<file path="src/rtl/uc_pkg.sv">
// Shared types for the multi-cycle control unit: state encoding, opcode classes,
// opcode constants, ALU commands and the control-word bundle.
package uc_pkg;

    typedef enum logic [3:0] {
        IDLE     = 4'd0,
        FETCH    = 4'd1,
        DECODE   = 4'd2,
        EXEC_R   = 4'd3,
        EXEC_I   = 4'd4,
        EXEC_LI  = 4'd5,
        ALU_WB   = 4'd6,
        MEM_ADDR = 4'd7,
        MEM_RD   = 4'd8,
        MEM_WB   = 4'd9,
        MEM_WR   = 4'd10,
        BRANCH   = 4'd11,
        JUMP     = 4'd12,
        TRAP     = 4'd13
    } state_t;

    typedef enum logic [3:0] {
        CLS_R, CLS_I, CLS_LI, CLS_LW, CLS_SW, CLS_BEQ, CLS_BNE, CLS_J, CLS_ILL
    } opclass_t;

    localparam logic [5:0] OP_R   = 6'b000000;
    localparam logic [5:0] OP_I   = 6'b000001;
    localparam logic [5:0] OP_LW  = 6'b100010;
    localparam logic [5:0] OP_SW  = 6'b101010;
    localparam logic [5:0] OP_LI  = 6'b100011;
    localparam logic [5:0] OP_BEQ = 6'b000100;
    localparam logic [5:0] OP_BNE = 6'b000110;
    localparam logic [5:0] OP_J   = 6'b010000;

    localparam logic [2:0] ALU_FUNCT  = 3'b000;
    localparam logic [2:0] ALU_ADD    = 3'b001;
    localparam logic [2:0] ALU_LUI    = 3'b011;
    localparam logic [2:0] ALU_SUB_EQ = 3'b100;
    localparam logic [2:0] ALU_SUB_NE = 3'b101;

    typedef struct packed {
        logic       pc_write;
        logic       pc_write_cond;
        logic       ir_write;
        logic       i_or_d;
        logic       mem_read;
        logic       mem_write;
        logic       mem_to_reg;
        logic       reg_dst;
        logic       reg_write;
        logic       alu_src_a;
        logic [1:0] alu_src_b;
        logic [1:0] pc_source;
        logic [2:0] alu_op;
        logic       branch_ne;
        logic       instr_done;
    } ctrl_t;

endpackage

</file>
<file path="src/rtl/uc_opdecode.sv">
// Combinational opcode classifier; any set bit above the low six marks the opcode illegal.
module uc_opdecode
    import uc_pkg::*;
#(
    parameter int OPCODE_W = 6
) (
    input  logic [OPCODE_W-1:0] opcode,
    output opclass_t            cls
);

    logic upper_nz;

    generate
        if (OPCODE_W > 6) begin : g_upper
            assign upper_nz = |opcode[OPCODE_W-1:6];
        end else begin : g_noupper
            assign upper_nz = 1'b0;
        end
    endgenerate

    always_comb begin
        cls = CLS_ILL;
        if (!upper_nz) begin
            case (opcode[5:0])
                OP_R:    cls = CLS_R;
                OP_I:    cls = CLS_I;
                OP_LI:   cls = CLS_LI;
                OP_LW:   cls = CLS_LW;
                OP_SW:   cls = CLS_SW;
                OP_BEQ:  cls = CLS_BEQ;
                OP_BNE:  cls = CLS_BNE;
                OP_J:    cls = CLS_J;
                default: cls = CLS_ILL;
            endcase
        end
    end

endmodule

</file>
<file path="src/rtl/uc_multiciclo.sv">
// Multi-cycle datapath control FSM. Define UC_ILLEGAL_TRAP_EN to lock up in TRAP on an
// illegal opcode; otherwise an illegal opcode retires in DECODE and fetch resumes.
module uc_multiciclo
    import uc_pkg::*;
#(
    parameter int OPCODE_W = 6,
    parameter int ALUOP_W  = 3,
    parameter int STATE_W  = 4
) (
    input  logic                clk,
    input  logic                rst_n,
    input  logic [OPCODE_W-1:0] opcode,
    input  logic                mem_ready,
    output logic                pc_write,
    output logic                pc_write_cond,
    output logic                ir_write,
    output logic                i_or_d,
    output logic                mem_read,
    output logic                mem_write,
    output logic                mem_to_reg,
    output logic                reg_dst,
    output logic                reg_write,
    output logic                alu_src_a,
    output logic [1:0]          alu_src_b,
    output logic [1:0]          pc_source,
    output logic [ALUOP_W-1:0]  alu_op,
    output logic                branch_ne,
    output logic                instr_done,
    output logic [STATE_W-1:0]  state_dbg
);

`ifdef UC_ILLEGAL_TRAP_EN
    localparam bit TRAP_EN = 1'b1;
`else
    localparam bit TRAP_EN = 1'b0;
`endif

    state_t   state, state_nx;
    opclass_t cls_dec, cls_q;
    ctrl_t    c;

    uc_opdecode #(.OPCODE_W(OPCODE_W)) u_opdecode (
        .opcode (opcode),
        .cls    (cls_dec)
    );

    // The class is captured in DECODE so later opcode changes cannot redirect the instruction.
    always_ff @(posedge clk or negedge rst_n) begin
        if (!rst_n) begin
            state <= IDLE;
            cls_q <= CLS_ILL;
        end else begin
            state <= state_nx;
            if (state == DECODE) cls_q <= cls_dec;
        end
    end

    always_comb begin
        state_nx = state;
        case (state)
            IDLE:     state_nx = FETCH;
            FETCH:    if (mem_ready) state_nx = DECODE;
            DECODE: begin
                case (cls_dec)
                    CLS_R:           state_nx = EXEC_R;
                    CLS_I:           state_nx = EXEC_I;
                    CLS_LI:          state_nx = EXEC_LI;
                    CLS_LW, CLS_SW:  state_nx = MEM_ADDR;
                    CLS_BEQ, CLS_BNE: state_nx = BRANCH;
                    CLS_J:           state_nx = JUMP;
                    default:         state_nx = TRAP_EN ? TRAP : FETCH;
                endcase
            end
            EXEC_R, EXEC_I, EXEC_LI: state_nx = ALU_WB;
            ALU_WB:   state_nx = FETCH;
            MEM_ADDR: state_nx = (cls_q == CLS_SW) ? MEM_WR : MEM_RD;
            MEM_RD:   if (mem_ready) state_nx = MEM_WB;
            MEM_WB:   state_nx = FETCH;
            MEM_WR:   if (mem_ready) state_nx = FETCH;
            BRANCH, JUMP: state_nx = FETCH;
            TRAP:     state_nx = TRAP;
            default:  state_nx = IDLE;
        endcase
    end

    always_comb begin
        c = '0;
        case (state)
            FETCH: begin
                c.mem_read  = 1'b1;
                c.ir_write  = mem_ready;
                c.pc_write  = mem_ready;
                c.alu_src_b = 2'b01;
                c.alu_op    = ALU_ADD;
            end
            DECODE: begin
                c.alu_src_b  = 2'b11;
                c.alu_op     = ALU_ADD;
                c.instr_done = !TRAP_EN && (cls_dec == CLS_ILL);
            end
            EXEC_R: begin
                c.alu_src_a = 1'b1;
                c.alu_op    = ALU_FUNCT;
                c.reg_dst   = 1'b1;
            end
            EXEC_I: begin
                c.alu_src_a = 1'b1;
                c.alu_src_b = 2'b10;
                c.alu_op    = ALU_FUNCT;
                c.reg_dst   = 1'b1;
            end
            EXEC_LI: begin
                c.alu_src_b = 2'b10;
                c.alu_op    = ALU_LUI;
            end
            ALU_WB: begin
                c.reg_write  = 1'b1;
                c.reg_dst    = (cls_q == CLS_R) || (cls_q == CLS_I);
                c.instr_done = 1'b1;
            end
            MEM_ADDR: begin
                c.alu_src_a = 1'b1;
                c.alu_src_b = 2'b10;
                c.alu_op    = ALU_ADD;
            end
            MEM_RD: begin
                c.mem_read = 1'b1;
                c.i_or_d   = 1'b1;
            end
            MEM_WB: begin
                c.reg_write  = 1'b1;
                c.mem_to_reg = 1'b1;
                c.instr_done = 1'b1;
            end
            MEM_WR: begin
                c.mem_write  = 1'b1;
                c.i_or_d     = 1'b1;
                c.instr_done = mem_ready;
            end
            BRANCH: begin
                c.alu_src_a     = 1'b1;
                c.pc_write_cond = 1'b1;
                c.pc_source     = 2'b01;
                c.instr_done    = 1'b1;
                c.branch_ne     = (cls_q == CLS_BNE);
                c.alu_op        = (cls_q == CLS_BNE) ? ALU_SUB_NE : ALU_SUB_EQ;
            end
            JUMP: begin
                c.pc_write   = 1'b1;
                c.pc_source  = 2'b10;
                c.instr_done = 1'b1;
            end
            default: c = '0;
        endcase
    end

    assign pc_write      = c.pc_write;
    assign pc_write_cond = c.pc_write_cond;
    assign ir_write      = c.ir_write;
    assign i_or_d        = c.i_or_d;
    assign mem_read      = c.mem_read;
    assign mem_write     = c.mem_write;
    assign mem_to_reg    = c.mem_to_reg;
    assign reg_dst       = c.reg_dst;
    assign reg_write     = c.reg_write;
    assign alu_src_a     = c.alu_src_a;
    assign alu_src_b     = c.alu_src_b;
    assign pc_source     = c.pc_source;
    assign alu_op        = ALUOP_W'(c.alu_op);
    assign branch_ne     = c.branch_ne;
    assign instr_done    = c.instr_done;
    assign state_dbg     = STATE_W'(state);

endmodule

</file>
<file path="config.mk">
export PLATFORM = sky130hd
export DESIGN_NAME = uc_multiciclo
export DESIGN_NICKNAME = d
export VERILOG_FILES = /design/src/rtl/uc_pkg.sv /design/src/rtl/uc_opdecode.sv /design/src/rtl/uc_multiciclo.sv
export SDC_FILE = /design/constraint.sdc
export NUM_CORES = 1
export LEC_CHECK = 0
export ABC_AREA = 1
export CAP_MARGIN = 10
export CORE_ASPECT_RATIO = 1.1
export CORE_MARGIN = 3
export CORE_UTILIZATION = 42
export CTS_BUF_LIST = sky130_fd_sc_hd__clkbuf_16
export CTS_CLUSTER_SIZE = 25
export DETAILED_ROUTE_END_ITERATION = 10
export PLACE_DENSITY = 0.77
export SYNTH_ARGS = -nofsm -noshare
export SYNTH_HDL_FRONTEND = slang
export SYNTH_SLANG_ARGS = --single-unit
</file>
<file path="constraint.sdc">
create_clock -name clk -period 2.2 [get_ports clk]
set_input_delay 0.44 -clock clk [delete_from_list [all_inputs] [get_ports clk]]
set_output_delay 0.44 -clock clk [all_outputs]
set_load 0.02 [all_outputs]
</file>
==> Word level (Yosys, flattened, before mapping) <==
Memories as Yosys holds them, arrays and structs flattened.
Index checks and enable logic that the tools add are counted.
{ "totals": {"mem_bits_rw": 0, "output_inout_bits": 23, "memories": 1, "romBits": 32, "ff_bits": 8, "latchBits": 0} }
{ "classes": {"n_addsub": 0, "muxes": 23, "magnitude_cmp": 0, "reduce_logical": 15, "eq_ne": 27, "bitwise_logic": 0, "div_mod_pow": 0, "n_shift": 0, "mul": 0} }
{ "mem_list": {"columns": ["memory", "depth", "word_bits", "rd", "rd_ports_with_merged_regs", "wr", "line", "text"], "rows": [
  ["(name not given)", 8, 4, 1, 0, 0, "uc_multiciclo.sv:64", "case (cls_dec)"]
]} }
{ "op_table": {"columns": ["operator", "n"], "rows": [
  ["case mux 4 bit (8 select lines)", 2],
  ["== test 4 bit (second input constant)", 7],
  ["== test 4 x 3 -> 1 bit (second input constant)", 6],
  ["== test 6 bit (second input constant)", 3],
  ["2-to-1 mux 4 bit", 4],
  ["== test 6 x 3 -> 1 bit (second input constant)", 2],
  ["2-to-1 mux 1 bit", 10],
  ["case mux 3 bit (3 select lines)", 1],
  ["OR reduction 3 bit", 3],
  ["== test 4 x 1 -> 1 bit (second input constant)", 2],
  ["== test 4 x 2 -> 1 bit (second input constant)", 2],
  ["zero test 4 bit", 2],
  ["OR reduction 2 bit", 4],
  ["OR reduction 4 bit", 2],
  ["== test 6 x 1 -> 1 bit (second input constant)", 1],
  ["== test 6 x 5 -> 1 bit (second input constant)", 1],
  ["zero test 6 bit", 1],
  ["inequality test 2 bit (second input constant)", 3],
  ["case mux 2 bit (3 select lines)", 1],
  ["OR reduction 5 bit", 1],
  ["case mux 1 bit (2 select lines)", 2],
  ["case mux 2 bit (2 select lines)", 1],
  ["case mux 1 bit (3 select lines)", 1],
  ["AND reduction 3 bit", 1],
  ["2 further kinds", 2]
]} }

==> Depth between registers and ports, before layout <==
An unclocked memory read counts as a cell.
{ "depth": {"ltp_word": 5, "mapped_depth": 13} }

==> Cells and area by module <==
From an unflattened synthesis, not the netlist that was laid out.
{ "unflattened": {"cells_unflattened": 154, "area_unflattened_um2": 907.1} }
{ "by_module_without_submodules": {"columns": ["mod", "seq_area_each_um2", "n_inst", "area_each_um2", "cells_per_inst"], "rows": [
  ["uc_multiciclo", 201.4, 1, 759.5, 125],
  ["uc_opdecode", 0.0, 1, 147.6, 29]
]} }

==> Least setup slack after synthesis <==
Ideal clock, no wire load.
{ "synth_timing": {"path_type": "register to output", "start": "register state[3] (netlist: state_dbg[3])", "end": "output port instr_done", "required_time_ps": 1760, "n_path_buf": 0, "path_stages_with_launch": 7, "path_slack_ps": 222, "arrival_time_ps": 1538, "path_cell_list": "dfrtp_1 -> inv_1 -> nor2_1 -> inv_2 -> nor2_1 -> a21oi_1 -> nand4_1"} }
{ "synth_between": {"elab_chain_len": 3} }
{ "synth_rtl": {"columns": ["element", "line", "text"], "rows": [
  ["start, declared", "uc_multiciclo.sv:38", "state_t state, state_nx;"],
  ["start signal, assigned", "uc_multiciclo.sv:53", "state <= state_nx;"],
  ["== test 4 bit / == test 4 x 3 -> 1 bit (equally long branches)", "uc_multiciclo.sv:88", "case (state)"],
  ["OR reduction 4 bit (no source line)", null, null],
  ["case mux 1 bit (3 select lines) *", "uc_multiciclo.sv:88", null],
  ["end, declared", "uc_multiciclo.sv:28", "output logic instr_done,"]
]} }
Mark *: on every way between the ends. The rest lies on a longest branch, timed or not.

==> Final worst setup path <==
{ "layout_timing": {"start": "register state[1] (netlist: state_dbg[1])", "end": "output port alu_op[1]"} }
{ "layout_between": {"elab_chain_len": 3} }
{ "layout_rtl": {"columns": ["element", "line", "text"], "rows": [
  ["== test 4 x 2 -> 1 bit (tied with other cells)", "uc_multiciclo.sv:88", null],
  ["OR reduction 3 bit (no source line)", null, null],
  ["case mux 3 bit (3 select lines) *", "uc_multiciclo.sv:88", null],
  ["end, declared", "uc_multiciclo.sv:26", "output logic [ALUOP_W-1:0] alu_op,"]
]} }
Marked as above.

==> qor.csv <==
metric,value,unit
status,"complete, no violations",
initial antenna violation count,0,
post-detail-place hpwl,2100,um
Ys Warns,0,
Startpoint Class,flip-flop,
most common cell in the netlist,nand2_1,
CTS tree,done,
DP Cell Count,211,
DRT Pass-1 Iters,4,
synthesized flop and latch total,8,
drc violations,0,
Unique masters post-synth,26,
I/O pins,32,
Via density,4.88,
"top cells by area, synth","dfrtp_1 21%, nand2_1 13%, inv_1 9.3%",
ys flop type,dfrtp_1,
WP depth,4,
Hold WC Path Type,in2async,
Mean Syn Cell Area,6.17,sq um
Fin. Hold Viols,0,
"area leader, netlist",dfrtp_1,
die area,2610,sq um
number of buffers added for setup after CTS,0,
register area share after synthesis,23.6,%
WP data arrival,1.70,ns
Layout area overhead,62.3,%
CP max stage delay,0.63,ns
Mapped Cells,138,
Async SR Flop Fraction,100,%
worst path cell trace,inv_1 -> nand2_1 -> nor2_1 -> clkdlybuf4s50_1,
Highest Clock Rate,0.467,GHz
DR vias,1050,
# nets final,199,
layout cells sized above 1,26.6,%
total CTS buffers,3,
vias in the first global route,1030,
CTS Root Buffer Type,clkbuf_16,
Detailed Route WL,2550,um
commonest cells in the netlist,"29 x nand2_1, 21 x inv_1, 21 x nor2_1",
Worst setup EP type,output port,
slowest CP cell,clkdlybuf4s50_1,
Die Height,53.2,um
deepest clock path buffer count,2,
total power,1.79,mW
FP Rows,16,
period utilisation layout,97.3,%
clock latency on the worst-skew pair,0.23,ns
CTS Hold Buffers Added,0,
clk slew on worst S/H paths,0.04,ns
dpl cell area,1310,sq um
Synth Net Count,148,
Setup WS post-layout,0.0601,ns
Least-Margin Pin Slew,0.364,ns
Reg2Reg Depth,9,
Final Critical Period,2.14,ns
1st-iter DRT viols,24,
largest net degree at the start of global routing,9,
CP Max Fanout,5,
fillers,159,
CP Data Required Time,1.76,ns
Tot GR Track Use,21.4,%
pre-CTS WS,-0.436,ns
Leak,0.823,nW
WS Path Type,reg2out,
Slew HR,75.7,%
fin util,75.1,%
maxcap violations,0,
worst vdd ir,936,uV
Placer Congestion,0.910,
# diodes,0,
port bufs,31,
RSZ-0062 raised after global routing,false,
Mapped Area,852,sq um
"EDFF count, synth",0,
Final ANT Viol Nets,0,
Final Skew,0.000872,ns
routed len/inst,11.8,um
R2R Setup Slk,0.78,ns
H-Tree Depth,1,
"Cell Count, Final, Fillers Out",215,
first-pass GRT wire length,4220,um
final setup fails,0,
top cell family by delay on the critical path,buffers and inverters,
Final Cell Area,1380,sq um
width of the die,48.9,um
Initial Utilization,46.3,%
total overflow reported by the global router,0,
PwrDens,1290,nW/um^2
Final Max Tran Viols,0,
Sink Count,8,
top-area cell type share of the netlist area,20.6,%
Core Region,1840,sq um
Buf/Inv on CP,2,
## path summary, 6_finish.rpt
path	start	to
max	state_dbg[1]$_DFFE_PN0P_	alu_op[1]
min	rst_n	state_dbg[3]$_DFFE_PN0P_
max reg2reg	state_dbg[0]$_DFFE_PN0P_	state_dbg[3]$_DFFE_PN0P_
min reg2reg	cls_q[0]$_DFFE_PN0P_	cls_q[0]$_DFFE_PN0P_
max in group asynchronous	rst_n	cls_q[3]$_DFFE_PN1P_
min in group clk	cls_q[0]$_DFFE_PN0P_	cls_q[0]$_DFFE_PN0P_
## power by group
| group | internal, mW | switching, mW | total (mW) |
|---|---|---|---|
| clock network | 0.237 | 0.0790 | 0.316 |
| logic | 0.444 | 0.733 | 1.18 |
| registers | 0.227 | 0.0645 | 0.291 |
| total | 0.908 | 0.877 | 1.79 |
## layout by cell type (no fill, tap or decap), types with 2 or more instances in the layout
master	Yosys	final
inv_2	7	7
nand4_1	4	4
dlymetal6s2s_1	0	5
dlygate4sd2_1	0	16
nand2_2	2	2
nor2_4	2	2
nand2_1	29	29
o21ai_1	4	4
buf_4	1	17
nor2_1	21	19
nand3_2	4	4
dfrtp_1	7	7
clkdlybuf4s50_1	0	8
inv_1	21	22
nor2_2	9	11
clkbuf_16	0	3
o21ai_0	4	4
nand3_1	11	11
## state kept, by name (all words and copies together), names as in the netlist
name       cells
state_dbg      4
cls_q          4
## per-stage QoR
step                setup TNS (ns)  hold WS, ns
floorplan                        0        0.144
global placement            -0.450        0.481
detailed placement          -0.566        0.483
CTS                              0        0.491
global route                     0        0.506
finish                           0        0.486
## per-layer routing
metal / track usage [%] / part of all wire, % / up-vias
met3: 4.51 / 5.0 / 5
met4: 10.4 / 1.6 / 0
met1: 20.4 / 38 / 467
met2: 43.4 / 55 / 41
li1: - / - / 537
met5: 0 / 0 / -
## kinds of logic after synthesis
logic type                 share of synthesized area (%)
AOI/OAI and AO/OA                                   11.2
adders and majority gates                           1.47
DFF                                                 23.6
and+or+nand+nor                                     50.5
buffers and inverters                               13.2
## final cells by class
| type | count | area, sq um | share of cell area, % |
|---|---|---|---|
| clock buffer | 3 | 75.1 | 5.43 |
| sequential | 8 | 201 | 14.6 |
| timing repair buffer | 47 | 420 | 30.4 |
| inverter | 28 | 105 | 7.60 |
| clock inverter | 1 | 3.75 | 0.271 |
| tap | 27 | 33.8 | 2.44 |
| multi-input combinational | 101 | 543 | 39.3 |
## timing repair
| item | CTS | global route |
|---|---|---|
| endpoints found under the hold margin | 0 | 0 |
| setup endpoints to repair | 16 | 4 |
| pin swaps | 0 | 1 |
| resized for setup | 22 | 8 |
Note: power is estimated with default switching activity, not from simulation.
